<file path="src/rtl/tank_pkg.sv">
// tank_pkg: shared constants, types and trig helpers for the tank pose generator.
// Holds screen/format constants, fixed-point and trig types, the FSM state
// enum and a quarter-wave sine table folded out to all 32 headings.
package tank_pkg;
    localparam int ANGLE_W  = 5;
    localparam int TRIG_ONE = 16;
    localparam int FRAC_W   = 4;
    localparam int SCREEN_W = 640;
    localparam int SCREEN_H = 480;

    typedef logic signed [7:0] trig_t;
    typedef logic [13:0] pos_fp_t;
    typedef logic [ANGLE_W-1:0] angle_t;

    typedef enum logic [2:0] {
        ST_IDLE   = 3'd0,
        ST_ROTATE = 3'd1,
        ST_LOOKUP = 3'd2,
        ST_MOVE   = 3'd3,
        ST_CLAMP  = 3'd4,
        ST_COMMIT = 3'd5
    } tank_state_t;

    // round(16*sin(i*11.25 deg)) for i = 0..8
    localparam trig_t QSIN [9] = '{8'sd0, 8'sd3, 8'sd6, 8'sd9, 8'sd11,
                                   8'sd13, 8'sd15, 8'sd16, 8'sd16};

    // Second/fourth quadrants mirror the index, bottom half negates.
    function automatic trig_t trig_sin(angle_t k);
        logic [3:0] idx;
        trig_t mag;
        idx = k[3] ? 4'd8 - {1'b0, k[2:0]} : {1'b0, k[2:0]};
        mag = QSIN[idx];
        return k[4] ? -mag : mag;
    endfunction

    // cos(k) = sin(k + 90 deg), 90 deg being 8 steps
    function automatic trig_t trig_cos(angle_t k);
        return trig_sin(k + angle_t'(8));
    endfunction
endpackage

</file>
<file path="src/rtl/tank_motion_trig_rom.sv">
// tank_motion_trig_rom: 32-entry synchronous sin/cos ROM, one-cycle read.
// Ports: clk (clock), addr (heading index), sin_val/cos_val (registered
// signed trig values, 1.0 = 16).
module tank_motion_trig_rom
    import tank_pkg::*;
(
    input  logic   clk,
    input  angle_t addr,
    output trig_t  sin_val,
    output trig_t  cos_val
);
    always_ff @(posedge clk) begin
        sin_val <= trig_sin(addr);
        cos_val <= trig_cos(addr);
    end
endmodule

</file>
<file path="src/rtl/tank_motion.sv">
// tank_motion: once-per-frame tank pose update (rotate, move, clamp, commit).
// Ports: Clk/Reset (async active-low), frame_clk (async vsync strobe),
// key_fwd/key_rev/key_left/key_right (movement keys), TankX/TankY (centre
// pixels), sin_out/cos_out (heading trig, 1.0 = 16), angle (0..31),
// busy (update in flight), upd_done (one-cycle commit pulse).
// Build option: TANK_REVERSE_EN enables reverse motion from key_rev.
module tank_motion
    import tank_pkg::*;
#(
    parameter logic [9:0] START_X   = 10'd320,
    parameter logic [9:0] START_Y   = 10'd240,
    parameter logic [3:0] SPEED     = 4'd1,
    parameter logic [9:0] TANK_SIZE = 10'd8
) (
    input  logic   Clk,
    input  logic   Reset,
    input  logic   frame_clk,
    input  logic   key_fwd,
    input  logic   key_rev,
    input  logic   key_left,
    input  logic   key_right,
    output logic [9:0] TankX,
    output logic [9:0] TankY,
    output trig_t  sin_out,
    output trig_t  cos_out,
    output angle_t angle,
    output logic   busy,
    output logic   upd_done
);
    localparam logic [9:0] X_HI = 10'(SCREEN_W - 1) - TANK_SIZE;
    localparam logic [9:0] Y_HI = 10'(SCREEN_H - 1) - TANK_SIZE;

    tank_state_t state, state_n;
    logic [2:0] fsync;
    logic frame_tick, fwd_q, left_q, right_q, fwd_mv, rev_mv, ok_x, ok_y;
    angle_t angle_n;
    trig_t sin_r, cos_r;
    pos_fp_t acc_x, acc_y;
    logic signed [14:0] spd, step_x, step_y, dx, dy, cand_x, cand_y;

    // Two sync flops plus one history flop for rising-edge detection
    always_ff @(posedge Clk or negedge Reset)
        if (!Reset) fsync <= '0;
        else        fsync <= {fsync[1:0], frame_clk};

    assign frame_tick = fsync[1] & ~fsync[2];
    assign busy       = state != ST_IDLE;

`ifdef TANK_REVERSE_EN
    logic rev_q;
    always_ff @(posedge Clk or negedge Reset)
        if (!Reset)                 rev_q <= 1'b0;
        else if (state == ST_ROTATE) rev_q <= key_rev;
    assign fwd_mv = fwd_q & ~rev_q;
    assign rev_mv = rev_q & ~fwd_q;
`else
    logic unused_rev;
    assign unused_rev = key_rev;
    assign fwd_mv = fwd_q;
    assign rev_mv = 1'b0;
`endif

    tank_motion_trig_rom u_rom (
        .clk     (Clk),
        .addr    (angle_n),
        .sin_val (sin_r),
        .cos_val (cos_r)
    );

    always_comb begin
        angle_n = (left_q & ~right_q) ? angle - angle_t'(1) :
                  (right_q & ~left_q) ? angle + angle_t'(1) : angle;
        spd     = 15'(SPEED);
        step_x  = spd * 15'(cos_r);
        step_y  = spd * 15'(sin_r);
        // Sign bit of the 15-bit candidate flags an underflow past zero
        cand_x  = $signed({1'b0, acc_x}) + dx;
        cand_y  = $signed({1'b0, acc_y}) + dy;
        ok_x    = !cand_x[14] && cand_x[13:FRAC_W] >= TANK_SIZE && cand_x[13:FRAC_W] <= X_HI;
        ok_y    = !cand_y[14] && cand_y[13:FRAC_W] >= TANK_SIZE && cand_y[13:FRAC_W] <= Y_HI;
        state_n = state == ST_IDLE   ? (frame_tick ? ST_ROTATE : ST_IDLE) :
                  state == ST_COMMIT ? ST_IDLE : tank_state_t'(state + 3'd1);
    end

    always_ff @(posedge Clk or negedge Reset) begin
        if (!Reset) begin
            state    <= ST_IDLE;
            fwd_q    <= 1'b0;
            left_q   <= 1'b0;
            right_q  <= 1'b0;
            dx       <= '0;
            dy       <= '0;
            acc_x    <= {START_X, 4'b0};
            acc_y    <= {START_Y, 4'b0};
            TankX    <= START_X;
            TankY    <= START_Y;
            angle    <= '0;
            sin_out  <= 8'sd0;
            cos_out  <= 8'(TRIG_ONE);
            upd_done <= 1'b0;
        end else begin
            state    <= state_n;
            upd_done <= state == ST_COMMIT;
            if (state == ST_ROTATE) begin
                fwd_q   <= key_fwd;
                left_q  <= key_left;
                right_q <= key_right;
            end
            if (state == ST_MOVE) begin
                dx <= fwd_mv ? step_x : rev_mv ? -step_x : '0;
                dy <= fwd_mv ? step_y : rev_mv ? -step_y : '0;
            end
            if (state == ST_CLAMP) begin
                acc_x <= ok_x ? cand_x[13:0] : acc_x;
                acc_y <= ok_y ? cand_y[13:0] : acc_y;
            end
            if (state == ST_COMMIT) begin
                TankX   <= acc_x[13:FRAC_W];
                TankY   <= acc_y[13:FRAC_W];
                angle   <= angle_n;
                sin_out <= sin_r;
                cos_out <= cos_r;
            end
        end
    end
endmodule

</file>
<file path="config.mk">
export PLATFORM = sky130hd
export DESIGN_NAME = tank_motion
export DESIGN_NICKNAME = d
export VERILOG_FILES = /design/src/rtl/tank_pkg.sv /design/src/rtl/tank_motion_trig_rom.sv /design/src/rtl/tank_motion.sv
export SDC_FILE = /design/constraint.sdc
export NUM_CORES = 1
export LEC_CHECK = 0
export ABC_AREA = 1
export CORE_MARGIN = 4
export CORE_UTILIZATION = 40
export DETAILED_ROUTE_END_ITERATION = 6
export HOLD_SLACK_MARGIN = 0.08
export PLACE_DENSITY = 0.69
export SYNTH_ARGS = -nofsm -noshare
export SYNTH_HDL_FRONTEND = slang
export SYNTH_SLANG_ARGS = --single-unit
export TNS_END_PERCENT = 20
</file>
<file path="constraint.sdc">
create_clock -name Clk -period 3.26 [get_ports Clk]
set_input_delay 0.815 -clock Clk [delete_from_list [all_inputs] [get_ports Clk]]
set_output_delay 0.815 -clock Clk [all_outputs]
set_load 0.02 [all_outputs]
</file>
* Word level (Yosys, flattened, before mapping) *
Memory sizes are Yosys's and may differ from the RTL's.
Index checks and enable logic that the tools add are counted.

word-level totals
  register bits = 125
  memories = 2
  logic and storage cells = 72
  output and inout port bits = 43
  bits in read-only memories = 256

operators by class
  order comparisons = 6
  $add $sub $neg = 10
  equal/unequal tests = 4
  reduce and logical (&&, ||, !) cells = 10
  multiplexer cells = 15
  bitwise logic cells = 8

memory list
  name             depth  bits a word  rd ports  clocked after Yosys merged registers in  wr ports  RTL line        source
  (no name shown)  16     8            1         0                                        0         tank_pkg.sv:33  mag = QSIN[idx];
  (no name shown)  16     8            1         0                                        0         tank_pkg.sv:33

operators with widths
  operator                                                         number
  2-to-1 mux 8 bit                                                 6
  adder 15 bit                                                     2
  2-to-1 mux 15 bit                                                2
  >= comparator 10 x 4 -> 1 bit, second input constant             2
  negator 8 bit                                                    2
  >= comparator 5 bit, second input constant                       2
  less-or-equal comparator 10 bit, second input constant           1
  less-or-equal comparator 10 x 9 -> 1 bit, second input constant  1
  2-to-1 mux 5 bit                                                 2
  NOT 4 -> 5 bit                                                   2
  2-to-1 mux 4 bit                                                 2
  subtractor 4 x 3 -> 4 bit, first input constant                  2
  == test 3 bit, second input constant                             2
  2-to-1 mux 3 bit                                                 2
  adder 5 x 1 -> 5 bit, second input constant                      1
  adder 5 x 4 -> 5 bit, second input constant                      1
  subtractor 5 x 1 -> 5 bit, second input constant                 1
  logical AND 1 bit                                                4
  AND reduction 2 bit                                              2
  adder 3 x 1 -> 3 bit, second input constant                      1
  AND 1 bit                                                        3
  == test 3 x 1 -> 1 bit, second input constant                    1
  == test 3 x 2 -> 1 bit, second input constant                    1
  zero test 3 bit                                                  1
  4 further kinds                                                  7

* Depth between registers and ports, before layout *
  depth after elaboration = 13
  gate-level depth with buffers = 19

* Cells and area by module *
Synthesis repeated with hierarchy kept, for this count alone.

second synthesis, totals
  cells, all modules = 922
  area, all modules = 6899.1 um2

by module, submodules not included
  module                instances  area each (um2)  cells an instance
  tank_motion           1          5879.4           791
  tank_motion_trig_rom  1          1019.7           131

* Least setup slack after synthesis *
No wires, ideal clock.

  kind = register to register
  start point = register angle[0]
  end point = register u_rom.sin_val[4]
  library setup time = 109 ps
  arrival = 2759 ps
  path buffers = 0
  cell stages (with the launch flop) = 20
  setup slack = 392 ps
  path through = dfrtp_1 -> inv_2 -> ha_1 -> nand2_1 -> o21ai_0 -> o21ai_1 -> inv_1 -> ha_1 -> nand2_1 -> o21ai_0 -> ha_1 -> inv_1 -> nand3_1 -> nand3_1 -> ha_1 -> nand3_2 -> nand2_1 -> nand2_1 -> nand2_1 -> inv_1

on the way
  word-level cells in the longest chain between the ends = 11

RTL lines
  element                                              RTL line                    source
  start, declared                                      tank_motion.sv:26           output angle_t angle,
  start signal, assigned                               tank_motion.sv:120          angle <= angle_n;
  adder 5 x 1 -> 5 bit                                 tank_motion.sv:72           (right_q & ~left_q) ? angle + angle_t'(1) : angle;
  2-to-1 mux 5 bit                                     tank_motion.sv:72
  2-to-1 mux 5 bit *                                   tank_motion.sv:71           angle_n = (left_q & ~right_q) ? angle - angle_t'(1) :
  subtractor 4 x 3 -> 4 bit                            tank_pkg.sv:32              idx = k[3] ? 4'd8 - {1'b0, k[2:0]} : {1'b0, k[2:0]};
  2-to-1 mux 4 bit                                     tank_pkg.sv:32
  NOT 4 -> 5 bit (implied by the code)                 tank_pkg.sv:33
  memory read (16 x 8 bit)                             -
  2-to-1 mux 8 bit (implied by the code) (2 in a row)  tank_pkg.sv:33
  negator 8 bit                                        tank_pkg.sv:34              return k[4] ? -mag : mag;
  2-to-1 mux 8 bit *                                   tank_pkg.sv:34
  end signal, assigned                                 tank_motion_trig_rom.sv:13  sin_val <= trig_sin(addr);
  end, declared                                        tank_motion_trig_rom.sv:9   output trig_t sin_val,

Every way passes the cells marked *; elsewhere a longest branch is shown, timed or not. The select of a mux whose other input is x is not followed.
A chain may end at the register's enable or synchronous reset.

* Worst setup path in the final report *
  start point = register angle[1]
  end point = register u_rom.sin_val[4]

Same word-level chain as after synthesis.

==> impl_summary.txt <==
----------------------------------------------------
[Outcome]
  Status ... completed

[Timing]
  Worst-case headroom to the max-slew limit ... 0.387
  Finish-stage setup viols ... 0
  Final worst path period share ... 0.885
  Summed negative setup slack over all endpoints ... 0 ns
  Unrepaired setup endpoints after global routing ... false
  Final hold viol count ... 0
  Slew Limit Fails ... 0
  Worst Tran Pin Value ... 0.920 ns
  Clock tree skew after final layout ... 0.00880 ns
  Fmax ... 347 MHz
  Minimum period implied by the final worst setup slack ... 2.88 ns

[Drt]
  Total wire length after detailed routing ... 14200 microns
  Via count normalized by instance count ... 4.84
  Number of vias after detailed routing ... 5420
  Per-cell routed wire length ... 12.7 microns
  Post-route DRC ... 0
  Routed Antenna Nets ... 0
  1st-pass router iterations ... 5
  Number of DRC markers in iteration 0 ... 303

[Place]
  Number of buffers added on ports ... 48
  Post-DP HPWL ... 10500 microns
  Total cell area at the placement stage ... 7260 sq um
  Final GP Congestion ... 0.928

[Clock network]
  Post-cts resize count ... 0
  Cts bufs inserted ... 9
  Clock transition at path regs ... 0.08 ns
  Clock latency at the later pin of the worst-skew pair ... 0.36 ns
  Total clock sinks ... 111
  Number of buffers on the longest clock path ... 2
  TritonCTS clock tree ... yes
  Number of hold-repair buffers added at the cts stage ... 0
  Cell chosen for the clock root ... clkbuf_16
  H-Tree Level Count ... 3
  # Post-CTS Setup Buffers ... 0

[Logic synthesis]
  Area fraction of the dominant cell type after synthesis ... 0.315
  Main area contributors after synthesis ... dfrtp_1, nand2_1, ha_1
  Number of instances in the synthesized netlist ... 847
  Number of synthesized flops with an enable pin ... 0
  Top cell type by total area after synthesis ... dfrtp_1
  Synthesized area ... 6520 sq um
  Nets in the synthesized netlist ... 895
  Library cell with the highest instance count after synthesis ... nand2_1
  Commonest cells in the synthesized netlist ... nand2_1, dfrtp_1, inv_1, nand3_1, nor2_1
  Sequential-to-total area share from yosys stat ... 0.416
  Distinct cell type count of the synthesized netlist ... 36
  Yosys reg bits ... 111
  Yosys warns ... 0
  Async set-reset flop share out of synthesis ... 0.856
  Ys flop type ... dfrtp_1
  Synthesized area divided by synthesized cell count ... 7.70 sq um

[Critical path]
  Crit. path cell count ... 19
  Data required time at the worst endpoint ... 3.52 ns
  Worst-path fanout max ... 5
  Cell occurring most often along the worst timing path ... nand2_1
  Bufs and invs on worst path ... 4
  Count of cells along the worst register-to-register path ... 19
  Worst setup EP type ... flop
  Data arrival time of the worst path ... 3.15 ns
  Class of the most critical setup path ... reg -> reg
  Critical-path top delay cell ... dfrtp_1
  Cells along the critical path ... inv_1 -> ha_1 -> nand2_1 -> o21ai_0 -> o21ai_1 -> inv_1 -> ha_1 -> nand2_1 -> o21ai_0 -> ha_1 -> inv_1 -> nand3_1 -> nand3_1 -> ha_1 -> nand3_2 -> nand2_1 -> nand2_1 -> nand2_1 -> inv_1
  Critical path's top delay family ... adder cells
  CP Launch Type ... flop
  Delay of the slowest cell on the worst path ... 0.38 ns

[Layout]
  Share of layout cells above drive strength 1 ... 0.103
  Relative area change from synthesis to final layout ... 16.5%
  Net count of the finished layout ... 946
  Final antenna diode count ... 0
  Post-route cell area ... 7600 sq um

[Hold path]
  Number of cells traversed by the worst hold path ... 0
  Worst min-delay path category ... reg -> reg

[Global route]
  Initial antenna violation count ... 0
  Maximum number of pins on one net before global-route repair ... 54
  First-pass GRT wire length ... 25200 microns
  Total routing usage reported by global routing ... 0.167
  Total global routing overflow ... 0
  Vias in the first global route ... 5457

[Floorplanning]
  Standard-cell row count ... 46
  Die height ... 136 microns
  Initial Util ... 0.409
  Area of the die ... 18400 sq um
  I/O pin cnt ... 50
  Floorplan core area ... 15900 sq um
  Floorplan die width ... 136 microns

[Job]
  Max_cap viols ... 0

----------------------------------------------------
==> sequential cells by signal, indices dropped and copies added (netlist names) <==
name and count:
state 3, u_rom.cos_val 8, sin_out 8, dy 8, fwd_mv 1, right_q 1
upd_done 1, acc_x 14, left_q 1, TankX 10, fsync 3, TankY 10
dx 8, cos_out 8, u_rom.sin_val 8, acc_y 14, angle 5
==> through the flow <==
step	cells	hold WS [ns]	setup slack [ns]	utilization
after CTS	1116	0.355	0.278	0.475
after floorplan	847	0.331	0.392	-
final	1119	0.353	0.376	0.477
after global placement	1100	0.335	0.382	0.455
after global routing	1119	0.362	0.0403	0.477
after detailed placement	1100	0.343	0.311	0.455
==> final cells by class <==
cell class | count | area, sq um
fill | 1586 | 8350
multi-input combinational | 627 | 3380
sequential | 111 | 2710
timing repair buffer | 61 | 588
inverter | 88 | 330
tap | 216 | 270
clock buffer | 10 | 239
clock inverter | 6 | 75.1
==> cells by family (layout without fill, tap and decap cells) <==
| kind of cell | Yosys count | in the layout | share of synthesized area |
|---|---|---|---|
| AOI/OAI and AO/OA | 77 | 77 | 0.0655 |
| xor gates and xnor gates | 15 | 15 | 0.0288 |
| adders and majority gates | 41 | 41 | 0.0810 |
| buffers and inverters | 109 | 165 | 0.0660 |
| DFF | 111 | 111 | 0.416 |
| muxes | 1 | 1 | 0.00173 |
| and+or+nand+nor | 493 | 493 | 0.341 |
==> final timing paths <==
kind | to | startpoint | slack, ns
hold / removal | fsync[1]$_DFF_PN0_ | fsync[0]$_DFF_PN0_ | 0.35
hold reg to reg | fsync[1]$_DFF_PN0_ | fsync[0]$_DFF_PN0_ | 0.35
min in group asynchronous | acc_y[12]$_DFFE_PN0P_ | Reset | 0.44
max in group asynchronous | TankX[6]$_DFFE_PN1P_ | Reset | 2.12
setup / recovery | u_rom.sin_val[4]$_DFF_P_ | angle[1]$_DFFE_PN0P_ | 0.38
setup reg to reg | u_rom.sin_val[4]$_DFF_P_ | angle[1]$_DFFE_PN0P_ | 0.38
==> cell usage in the layout (no fill, tap or decap), types with 2 or more instances in the layout <==
cell type	instances
fa_1	2
a21oi_1	29
o21ai_1	4
nand3_2	20
nand3b_1	4
dfxtp_1	16
o21bai_1	2
buf_4	13
o21ai_0	32
nor2_2	6
nor3_1	5
xor2_1	8
nand3_1	67
nand4_1	31
clkdlybuf4s50_1	47
nand2_1	297
nor2_1	52
inv_2	6
a31oi_1	3
xnor2_1	4
dfrtp_1	82
inv_1	82
nand2_2	8
o21ai_2	2
clkbuf_16	9
inv_8	2
ha_1	39
a21o_1	3
dfstp_2	13
xor2_4	3
==> routing by layer <==
layer | vias up | GRT usage | share of wire
met4 | 0 | 0.0672 | 0.023
met5 | - | 0 | 0
met2 | 92 | 0.269 | 0.44
met3 | 19 | 0.0219 | 0.039
met1 | 2456 | 0.228 | 0.50
li1 | 2853 | - | -
Power is left out: the tool's default activity adds up to more than one toggle a clock period on the data nets, which glitch-free logic cannot reach.
